$ cat config.mk
export PLATFORM = sky130hd
export DESIGN_NAME = alu_op_decoder
export DESIGN_NICKNAME = d
export VERILOG_FILES = /design/src/rtl/alu_op_decoder.sv
export SDC_FILE = /design/constraint.sdc
export NUM_CORES = 1
export LEC_CHECK = 0
export ABC_CLOCK_PERIOD_IN_PS = 3600
export CAP_MARGIN = 0
export CORE_MARGIN = 3
export CORE_UTILIZATION = 30
export CTS_BUF_LIST = sky130_fd_sc_hd__clkbuf_8
export DETAILED_ROUTE_END_ITERATION = 7
export PLACE_DENSITY = 0.58
export SYNTH_ARGS = -nofsm -noshare
export SYNTH_HDL_FRONTEND = slang
export SYNTH_SLANG_ARGS = --single-unit
export TNS_END_PERCENT = 1
$ cat constraint.sdc
create_clock -name d_clk -period 3.6 [get_ports d_clk]
set_clock_uncertainty 0.15 [all_clocks]
set_input_delay 0.54 -clock d_clk [delete_from_list [all_inputs] [get_ports d_clk]]
set_output_delay 0.54 -clock d_clk [all_outputs]
set_load 0.01 [all_outputs]
$ cat src/rtl/alu_op_decoder.sv
// alu_op_decoder: MIPS instruction decode stage feeding the ID/EX register.
// Decodes the fetched instruction into the internal ALU function code,
// operand select, immediate, register indices and write/memory flags, and
// registers them with one cycle of latency behind a valid/ready handshake.
// A PC redirect (d_i_flush) empties the ID/EX register and consumes any
// instruction presented in the same cycle.
// Optional feature: define LOAD_USE_STALL_EN to insert exactly one bubble
// between a load and a dependent consumer. Without it, hazard is tied low
// and scheduling around load delay is left to the compiler.
// PC_WIDTH / IMM_WIDTH defaults match the project-wide header values.
`timescale 1ns/1ps

module alu_op_decoder #(
  parameter int PC_WIDTH   = 32,
  parameter int IMM_WIDTH  = 16,
  parameter int INSN_WIDTH = 32
) (
  input  logic                  d_clk,
  input  logic                  d_rst,
  input  logic [INSN_WIDTH-1:0] d_i_insn,
  input  logic [PC_WIDTH-1:0]   d_i_pc,
  input  logic                  d_i_valid,
  output logic                  d_o_ready,
  input  logic                  d_i_ex_ready,
  input  logic                  d_i_flush,
  output logic                  d_o_valid,
  output logic [4:0]            d_o_funct,
  output logic                  d_o_alu_src,
  output logic [IMM_WIDTH-1:0]  d_o_imm,
  output logic [4:0]            d_o_rs_addr,
  output logic [4:0]            d_o_rt_addr,
  output logic [4:0]            d_o_rd_addr,
  output logic                  d_o_reg_write,
  output logic                  d_o_mem_read,
  output logic                  d_o_mem_write,
  output logic [PC_WIDTH-1:0]   d_o_pc,
  output logic                  d_o_illegal
);

  // Internal ALU operation encoding consumed by the EX stage
  localparam logic [4:0] ALU_ADD  = 5'd0;
  localparam logic [4:0] ALU_SUB  = 5'd1;
  localparam logic [4:0] ALU_AND  = 5'd2;
  localparam logic [4:0] ALU_OR   = 5'd3;
  localparam logic [4:0] ALU_NOR  = 5'd4;
  localparam logic [4:0] ALU_SLT  = 5'd5;
  localparam logic [4:0] ALU_SLTU = 5'd6;
  localparam logic [4:0] ALU_SLL  = 5'd7;
  localparam logic [4:0] ALU_SRL  = 5'd8;
  localparam logic [4:0] ALU_SRA  = 5'd9;
  localparam logic [4:0] ALU_EQ   = 5'd10;
  localparam logic [4:0] ALU_NEQ  = 5'd11;
  localparam logic [4:0] ALU_ADDU = 5'd14;
  localparam logic [4:0] ALU_SUBU = 5'd17;
  localparam logic [4:0] ALU_LUI  = 5'd18;
  localparam logic [4:0] ALU_JR   = 5'd19;
  localparam logic [4:0] ALU_ILL  = 5'd31;

  // Primary opcodes
  localparam logic [5:0] OP_RTYPE = 6'h00;
  localparam logic [5:0] OP_BEQ   = 6'h04;
  localparam logic [5:0] OP_BNE   = 6'h05;
  localparam logic [5:0] OP_ADDI  = 6'h08;
  localparam logic [5:0] OP_ADDIU = 6'h09;
  localparam logic [5:0] OP_SLTI  = 6'h0A;
  localparam logic [5:0] OP_SLTIU = 6'h0B;
  localparam logic [5:0] OP_LUI   = 6'h0F;
  localparam logic [5:0] OP_LW    = 6'h23;
  localparam logic [5:0] OP_SW    = 6'h2B;

  // R-type function fields
  localparam logic [5:0] FN_SLL  = 6'h00;
  localparam logic [5:0] FN_SRL  = 6'h02;
  localparam logic [5:0] FN_SRA  = 6'h03;
  localparam logic [5:0] FN_SLLV = 6'h04;
  localparam logic [5:0] FN_SRLV = 6'h06;
  localparam logic [5:0] FN_SRAV = 6'h07;
  localparam logic [5:0] FN_JR   = 6'h08;
  localparam logic [5:0] FN_ADD  = 6'h20;
  localparam logic [5:0] FN_ADDU = 6'h21;
  localparam logic [5:0] FN_SUB  = 6'h22;
  localparam logic [5:0] FN_SUBU = 6'h23;
  localparam logic [5:0] FN_AND  = 6'h24;
  localparam logic [5:0] FN_OR   = 6'h25;
  localparam logic [5:0] FN_NOR  = 6'h27;
  localparam logic [5:0] FN_SLT  = 6'h2A;
  localparam logic [5:0] FN_SLTU = 6'h2B;

  // Shift amount widened to the immediate bus, upper bits zero
  function automatic logic [IMM_WIDTH-1:0] shamt_imm(input logic [4:0] shamt);
    shamt_imm = IMM_WIDTH'(shamt);
  endfunction

  // 16-bit instruction immediate placed on the immediate bus unmodified;
  // the ALU does its own extension
  function automatic logic [IMM_WIDTH-1:0] insn_imm(input logic [15:0] imm16);
    insn_imm = IMM_WIDTH'(imm16);
  endfunction

  // Instruction fields
  logic [5:0] op_p0;
  logic [5:0] fn_p0;
  logic [4:0] rs_f_p0;
  logic [4:0] rt_f_p0;
  logic [4:0] rd_f_p0;
  logic [4:0] sh_f_p0;
  logic [15:0] imm_f_p0;

  assign op_p0    = d_i_insn[31:26];
  assign rs_f_p0  = d_i_insn[25:21];
  assign rt_f_p0  = d_i_insn[20:16];
  assign rd_f_p0  = d_i_insn[15:11];
  assign sh_f_p0  = d_i_insn[10:6];
  assign fn_p0    = d_i_insn[5:0];
  assign imm_f_p0 = d_i_insn[15:0];

  // Decoded (combinational) fields
  logic [4:0]           funct_p0;
  logic                 alu_src_p0;
  logic [IMM_WIDTH-1:0] imm_p0;
  logic [4:0]           rs_addr_p0;
  logic [4:0]           rt_addr_p0;
  logic [4:0]           rd_addr_p0;
  logic                 wr_raw_p0;
  logic                 reg_write_p0;
  logic                 mem_read_p0;
  logic                 mem_write_p0;
  logic                 illegal_p0;
  logic                 reads_rt_p0;

  // ID/EX register contents
  logic                 vld_p1;
  logic [4:0]           funct_p1;
  logic                 alu_src_p1;
  logic [IMM_WIDTH-1:0] imm_p1;
  logic [4:0]           rs_addr_p1;
  logic [4:0]           rt_addr_p1;
  logic [4:0]           rd_addr_p1;
  logic                 reg_write_p1;
  logic                 mem_read_p1;
  logic                 mem_write_p1;
  logic                 illegal_p1;
  logic [PC_WIDTH-1:0]  pc_p1;

  logic advance;
  logic hazard;

  // Instruction decode: default is illegal, each legal pattern overrides
  always_comb begin
    funct_p0     = ALU_ILL;
    alu_src_p0   = 1'b0;
    imm_p0       = '0;
    rs_addr_p0   = rs_f_p0;
    rt_addr_p0   = rt_f_p0;
    rd_addr_p0   = rd_f_p0;
    wr_raw_p0    = 1'b0;
    mem_read_p0  = 1'b0;
    mem_write_p0 = 1'b0;
    illegal_p0   = 1'b1;
    reads_rt_p0  = 1'b0;
    unique case (op_p0)
      OP_RTYPE: begin
        unique case (fn_p0)
          FN_ADD, FN_ADDU, FN_SUB, FN_SUBU, FN_AND, FN_OR, FN_NOR, FN_SLT, FN_SLTU: begin
            illegal_p0  = 1'b0;
            wr_raw_p0   = 1'b1;
            reads_rt_p0 = 1'b1;
            unique case (fn_p0)
              FN_ADD:  funct_p0 = ALU_ADD;
              FN_ADDU: funct_p0 = ALU_ADDU;
              FN_SUB:  funct_p0 = ALU_SUB;
              FN_SUBU: funct_p0 = ALU_SUBU;
              FN_AND:  funct_p0 = ALU_AND;
              FN_OR:   funct_p0 = ALU_OR;
              FN_NOR:  funct_p0 = ALU_NOR;
              FN_SLT:  funct_p0 = ALU_SLT;
              default: funct_p0 = ALU_SLTU;
            endcase
          end
          // Constant shifts: the shifted register travels on the rs port,
          // the shift amount on the immediate
          FN_SLL, FN_SRL, FN_SRA: begin
            illegal_p0 = 1'b0;
            wr_raw_p0  = 1'b1;
            alu_src_p0 = 1'b1;
            rs_addr_p0 = rt_f_p0;
            rt_addr_p0 = 5'd0;
            imm_p0     = shamt_imm(sh_f_p0);
            funct_p0   = (fn_p0 == FN_SLL) ? ALU_SLL :
                         (fn_p0 == FN_SRL) ? ALU_SRL : ALU_SRA;
          end
          // Variable shifts: operands swapped so the value is on rs and the
          // amount on rt, matching the constant-shift operand order
          FN_SLLV, FN_SRLV, FN_SRAV: begin
            illegal_p0  = 1'b0;
            wr_raw_p0   = 1'b1;
            reads_rt_p0 = 1'b1;
            rs_addr_p0  = rt_f_p0;
            rt_addr_p0  = rs_f_p0;
            funct_p0    = (fn_p0 == FN_SLLV) ? ALU_SLL :
                          (fn_p0 == FN_SRLV) ? ALU_SRL : ALU_SRA;
          end
          FN_JR: begin
            illegal_p0 = 1'b0;
            funct_p0   = ALU_JR;
            rd_addr_p0 = 5'd0;
          end
          default: ;
        endcase
      end
      OP_ADDI, OP_ADDIU, OP_SLTI, OP_SLTIU, OP_LUI: begin
        illegal_p0 = 1'b0;
        wr_raw_p0  = 1'b1;
        alu_src_p0 = 1'b1;
        imm_p0     = insn_imm(imm_f_p0);
        rd_addr_p0 = rt_f_p0;
        unique case (op_p0)
          OP_ADDI:  funct_p0 = ALU_ADD;
          OP_ADDIU: funct_p0 = ALU_ADDU;
          OP_SLTI:  funct_p0 = ALU_SLT;
          OP_SLTIU: funct_p0 = ALU_SLTU;
          default:  funct_p0 = ALU_LUI;
        endcase
      end
      OP_LW: begin
        illegal_p0  = 1'b0;
        funct_p0    = ALU_ADD;
        wr_raw_p0   = 1'b1;
        mem_read_p0 = 1'b1;
        alu_src_p0  = 1'b1;
        imm_p0      = insn_imm(imm_f_p0);
        rd_addr_p0  = rt_f_p0;
      end
      OP_SW: begin
        illegal_p0   = 1'b0;
        funct_p0     = ALU_ADD;
        mem_write_p0 = 1'b1;
        alu_src_p0   = 1'b1;
        reads_rt_p0  = 1'b1;
        imm_p0       = insn_imm(imm_f_p0);
        rd_addr_p0   = rt_f_p0;
      end
      OP_BEQ, OP_BNE: begin
        illegal_p0  = 1'b0;
        reads_rt_p0 = 1'b1;
        rd_addr_p0  = 5'd0;
        funct_p0    = (op_p0 == OP_BEQ) ? ALU_EQ : ALU_NEQ;
      end
      default: ;
    endcase
  end

  // Writes to $0 are architecturally discarded
  assign reg_write_p0 = wr_raw_p0 & (rd_addr_p0 != 5'd0);

`ifdef LOAD_USE_STALL_EN
  // Load-use dependency between the held load and the presented instruction
  assign hazard = d_i_valid & vld_p1 & mem_read_p1 & (rd_addr_p1 != 5'd0) &
                  ((rd_addr_p1 == rs_addr_p0) |
                   ((rd_addr_p1 == rt_addr_p0) & reads_rt_p0));
`else
  assign hazard = 1'b0;
  logic unused_reads_rt;
  assign unused_reads_rt = reads_rt_p0;
`endif

  // A flush always consumes the presented instruction so IF can redirect
  assign advance   = d_i_ex_ready | ~vld_p1;
  assign d_o_ready = d_i_flush | (advance & ~hazard);

  // ID/EX register: reset, then flush, then advance with bubble on hazard
  always_ff @(posedge d_clk) begin
    if (d_rst) begin
      vld_p1       <= 1'b0;
      funct_p1     <= '0;
      alu_src_p1   <= 1'b0;
      imm_p1       <= '0;
      rs_addr_p1   <= '0;
      rt_addr_p1   <= '0;
      rd_addr_p1   <= '0;
      reg_write_p1 <= 1'b0;
      mem_read_p1  <= 1'b0;
      mem_write_p1 <= 1'b0;
      illegal_p1   <= 1'b0;
      pc_p1        <= '0;
    end else if (d_i_flush) begin
      vld_p1       <= 1'b0;
      reg_write_p1 <= 1'b0;
      mem_read_p1  <= 1'b0;
      mem_write_p1 <= 1'b0;
      illegal_p1   <= 1'b0;
    end else if (advance) begin
      if (hazard || !d_i_valid) begin
        vld_p1       <= 1'b0;
        reg_write_p1 <= 1'b0;
        mem_read_p1  <= 1'b0;
        mem_write_p1 <= 1'b0;
        illegal_p1   <= 1'b0;
      end else begin
        vld_p1       <= 1'b1;
        funct_p1     <= funct_p0;
        alu_src_p1   <= alu_src_p0;
        imm_p1       <= imm_p0;
        rs_addr_p1   <= rs_addr_p0;
        rt_addr_p1   <= rt_addr_p0;
        rd_addr_p1   <= rd_addr_p0;
        reg_write_p1 <= reg_write_p0;
        mem_read_p1  <= mem_read_p0;
        mem_write_p1 <= mem_write_p0;
        illegal_p1   <= illegal_p0;
        pc_p1        <= d_i_pc;
      end
    end
  end

  assign d_o_valid     = vld_p1;
  assign d_o_funct     = funct_p1;
  assign d_o_alu_src   = alu_src_p1;
  assign d_o_imm       = imm_p1;
  assign d_o_rs_addr   = rs_addr_p1;
  assign d_o_rt_addr   = rt_addr_p1;
  assign d_o_rd_addr   = rd_addr_p1;
  assign d_o_reg_write = reg_write_p1;
  assign d_o_mem_read  = mem_read_p1;
  assign d_o_mem_write = mem_write_p1;
  assign d_o_pc        = pc_p1;
  assign d_o_illegal   = illegal_p1;

endmodule

Yosys cells after proc, flatten, opt, wreduce, memory -nomap -nowiden
Index checks and enable logic that the tools add are counted.

Input bits: 69. Register bits after elaboration: 74.

Bitwise logic cells: 5. Reduce and logical (&&, ||, !) cells: 17. Equality and inequality tests: 24. Multiplexer cells: 30.

Operators by type and width (number): 6-bit equality test, second input constant (11); 5-bit case mux with 4 select lines (3); 5-bit case mux with 8 select lines (1); 6-bit by 4-bit equality test with 1-bit output, second input constant (6); 16-bit case mux with 2 select lines (1); 6-bit by 3-bit equality test with 1-bit output, second input constant (5); 5-bit 2-to-1 mux (5); 9-bit OR reduction (2); 16-bit OR reduction (1); 5-bit case mux with 3 select lines (1); 15-bit OR reduction (1); 1-bit 2-to-1 mux (13); 6-bit by 2-bit equality test with 1-bit output, second input constant (2); 6-bit zero test (2); 6-bit OR reduction (2); 5-bit case mux with 2 select lines (1); 4-bit 2-to-1 mux (2); 7-bit OR reduction (1); 1-bit case mux with 2 select lines (3); 2-bit OR reduction (3); 3-bit OR reduction (2); 5-bit nonzero test (1); 5-bit OR reduction (1); 3-bit AND reduction (1); 3 further kinds (5).

Logic depth before layout (Yosys ltp)
Depth in word-level cells: 6. Gate-level depth with buffers: 8. Mapped depth without buffers: 5.

Least setup slack after synthesis
Ideal clock, no wire load.

Kind: input -> register. From: input port d_i_insn[3]. To: register rs_addr_p1[0], in the netlist d_o_rs_addr[0]. Path slack: 1.388 ns. Path buffers: 3. Arrival time: 1.976 ns. Cell stages on the path: 7. Data required time: 3.364 ns. Path through: buf_6 > or4_4 > buf_6 > or2_0 > buf_6 > mux2i_1 > a211oi_1.

Longest elaborated chain between the ends: 4. Elaborated cells on any way between the ends: 9. Those cells by class: 5 x eq/ne; 2 x mux; 2 x reduce/logical.

Ends and longest elaborated chain: start, declared (line 20) `input logic [INSN_WIDTH-1:0] d_i_insn,`; 6-bit by 2-bit equality test with 1-bit output (tied with other cells) (line 163) `unique case (fn_p0)`; 6-bit OR reduction (no source line) *; 5-bit 2-to-1 mux * (line 163); 5-bit 2-to-1 mux * (line 161) `unique case (op_p0)`; end signal, assigned (line 304) `rs_addr_p1 <= rs_addr_p0;`; end, declared (line 136) `logic [4:0] rs_addr_p1;`.

Every way passes the cells marked *; elsewhere a longest branch is shown, timed or not. A chain may end at the register's enable or synchronous reset.

Worst setup path in the final report
From: input port d_i_insn[27]. To: register rs_addr_p1[0], in the netlist d_o_rs_addr[0].

Longest elaborated chain between the ends: 2.

Ends and longest elaborated chain (line): 6-bit zero test (161); 5-bit 2-to-1 mux (161).

No other way between the ends.

==> qor.log <==
qor: final_layout.multi_input_gate_area 1810 um^2
qor: synth.synth_largest_type_area_fraction 42.5%
qor: synth.number_of_library_cell_types_mapped_by_synthesis 54
qor: global_route.globalRouteTotalUtil 17.5%
qor: floorplanning.core 11,100 um^2
qor: critical_path.timing.reg2reg.setup_slack 1.40 ns
qor: global_route.wire_length_of_the_first_global_routing_pass 18,300 um
qor: global_route.number_of_global_route_vias_before_repair 3,504
qor: final_layout.final_nets 636
qor: critical_path.timing.critical_path.required 3.70 ns
qor: timing.holdWs 0.306 ns
qor: critical_path.critical_path.reg2reg.startpoint d_o_valid
qor: floorplanning.floorplan.rows 38
qor: synth.synth.cell_area 3490 um^2
qor: critical_path.setup.worst_path.start_class primary input
qor: synth.synth_top_cell_by_area dfxtp_1
qor: final_layout.layout-drive-gt1-share 7.88%
qor: clocking.quantity_of_gates_resized_following_cts 0
qor: timing.setup_viol_count_final 0
qor: timing.finalMaxSlewViolations 0
qor: power.power_density_cells 372 nW/um^2
qor: timing.worst-slew-pin-transition 0.851 ns
qor: final_layout.filler_cell_count 1,115
qor: outcome.outcome finished clean
qor: critical_path.critPathTopFamily simple AND/OR/NAND/NOR gates
qor: floorplanning.die_y 114 um
qor: clocking.cts.reportedPaths.clkPinSlew 0.08 ns
qor: final_layout.sequential_cell_area 1480 um^2
qor: synth.synth.net_count 508
qor: synth.synth-edff-count 0
qor: global_route.grt_overflow_total 0
qor: critical_path.r2r_end d_o_imm[0]
qor: clocking.cts_tree done
qor: floorplanning.design.portCount 144
qor: final_layout.insertedDiodeCount 0
qor: clocking.number_of_buffers_inserted_by_post_cts_setup_repair 0
qor: critical_path.worst_setup_path_startpoint d_i_insn[27]
qor: timing.timing_hold_violations_final 0
qor: timing.timing.final.crit_share 79.8%
qor: timing.final_period_minus_worst_setup_slack 2.87 ns
qor: routing.num_vias 3,615
qor: routing.ant_nets 0
qor: critical_path.worstSetupPathDepth 6
qor: clocking.cts.sinks 74
qor: placed_design.placed_wire_length_estimate 8340 um
qor: floorplanning.floorplan.initialDensity 31.5%
qor: critical_path.cp.arrival 2.97 ns
qor: synth.ys_async_sr_fraction 0%
qor: floorplanning.die_width 114 um
qor: critical_path.timing_worst_setup_path_type in2reg
qor: global_route.antenna_found_initial 0
qor: synth.netlist_top_cells_area dfxtp_1, nand2_1, a21oi_1
qor: floorplanning.dieArea 13,000 um^2
qor: run.max_cap_viol 0
qor: routing.detail_route.wl_per_cell 16.3 um
qor: final_layout.area_growth_from_synthesis_to_layout 50.0%
qor: final_layout.fin_area 5230 um^2
qor: critical_path.crit_path_cell_trace clkdlybuf4s50_1 > nor3_1 > nand2_2 > or2_0 > mux2i_1 > a211oi_1
qor: clocking.tritoncts.num_buffers 9
qor: placed_design.dpl_cell_area 5010 um^2
qor: timing.grt_setup_unrepaired false
qor: synth.synth.yosys.warnings 0
qor: synth.synth-seq-area-share 42.5%
qor: clocking.ctsRootBufferMaster clkbuf_8
qor: critical_path.crit_path_top_delay_cell clkdlybuf4s50_1
qor: global_route.grt_start_max_net_pins 44
qor: critical_path.critical_path.endpoint d_o_rs_addr[0]
qor: routing.number_of_drc_violations_after_detailed_routing 0
qor: power.leakagePower 1.86 nW
qor: critical_path.worstPathMaxFanout 13
qor: critical_path.worstPathBufferInverterCount 1
qor: critical_path.r2r_cells 6
qor: clocking.clk_buf_depth 2
qor: placed_design.place_congestion 0.833
qor: clocking.cts.hold.buffers_added 0
qor: synth.synthFlopType dfxtp_1
qor: synth.syn-instance-count 439
qor: critical_path.crit_path_max_incr_delay 0.61 ns
qor: synth.post_synth.cell_area_avg 7.95 um^2
qor: critical_path.crit_path_end_kind register
qor: clocking.insertion_delay 0.33 ns
qor: worst_hold_path.hold_path.class reg2reg
qor: power.finalPower 1.95 mW
qor: routing.avgViaCountPerCell 5.08
qor: timing.worst_case_headroom_to_the_max_slew_limit 43.3%
qor: power.power.ir.vdd_worst 0.000210 V
qor: timing.fmax 348 MHz
qor: routing.first_pass_iters 4
qor: routing.drt_first_iter_violations 301
qor: routing.postRouteWirelength 11,600 um
qor: synth.ys_ff_latch 74
qor: placed_design.count_of_port_buffers_added_during_placement 143
qor: worst_hold_path.hold_path_depth 2
qor: timing.setup-tns-final 0 ns
qor: clocking.htree_num_levels 3
## flip-flops by register name (all words and copies together) (netlist names), 5 cells and up
signal       cells
d_o_pc          32
d_o_funct        5
d_o_rt_addr      5
d_o_rd_addr      5
d_o_rs_addr      5
d_o_imm         16
## report_power, final
part	switching (mW)	internal, mW
Sequential	0.0187	0.854
Combinational	0.175	0.187
Clock	0.308	0.404
Total	0.501	1.45
## through the flow
step	worst slack, ns	cells	util, %
floorplan	1.39	439	-
global placement	0.464	696	45.3
detailed placement	0.416	696	45.3
CTS	0.755	711	47.2
global route	0.532	711	47.2
finish	0.729	711	47.2
## cells in the mapped netlist, types with 3 or more instances
master and number:
nand2_1 92, buf_6 3, a21oi_1 40, nor3b_1 3
clkbuf_1 23, nor2_1 45, mux2i_1 5, buf_1 4
buf_2 9, a222oi_1 4, o21ai_0 11, nor3_1 24
a221oi_1 7, a2bb2oi_1 11, a211oi_1 15, a211oi_2 5
inv_1 6, a32oi_1 4, nand2b_1 5, dfxtp_1 74
nor2b_1 5
## cell families (layout without fill, tap and decap cells)
| logic type | count (synthesis) | after routing | share of synthesized area [%] |
|---|---|---|---|
| DFF | 74 | 74 | 42.5 |
| and+or+nand+nor | 194 | 194 | 25.1 |
| AOI/OAI and AO/OA | 119 | 119 | 24.7 |
| xor gates and xnor gates | 2 | 2 | 0.502 |
| buffers and inverters | 45 | 177 | 5.81 |
| muxes | 5 | 5 | 1.43 |
## final cells by class
type / count / area share [%]
Clock buffer: 10 / 2.63
Clock inverter: 5 / 1.53
Inverter: 6 / 0.430
Multi-Input combinational cell: 320 / 34.6
Sequential cell: 74 / 28.3
Tap cell: 140 / 3.35
Timing Repair Buffer: 156 / 29.1
## worst min-delay path: cells and delay by family (launching register included)
family / cells / cell delay (ns)
DFF: 1 / 0.31
and+or+nand+nor: 1 / 0.05
AOI/OAI and AO/OA: 1 / 0.05
## per-layer routing
layer  track usage, %  part of all wire [%]  vias up
met5                0                     0        -
met3             5.46                   8.8       16
met1             24.4                    47     1660
met4             6.25                   1.4        0
met2             25.4                    43      138
li1                 -                     -     1801
## layout by cell type, fill, tap and decap left out, types with 5 or more instances in the layout
master           count
o21ai_0             11
a2bb2oi_1           11
dfxtp_1             74
a21oi_1             40
clkbuf_8            10
nor2_1              45
nor2b_1              5
inv_1                7
a211oi_1            15
nand2_1             92
clkdlybuf4s50_1    142
mux2i_1              5
a211oi_2             5
a221oi_1             7
nor3_1              24
buf_4               13
## worst min-delay path by stage
stage | start | end | slack (ns)
CTS | d_o_pc[9] | d_o_pc[9] | 0.31
detailed placement | d_o_pc[3] | d_o_pc[3] | 0.30
global route | d_o_pc[24] | d_o_pc[24] | 0.33
finish | d_o_pc[6] | d_o_pc[6] | 0.31
floorplan | d_o_illegal | d_o_illegal | 0.33
global placement | d_o_pc[8] | d_o_pc[8] | 0.29
No activity file was read; power rests on OpenSTA's default activity.
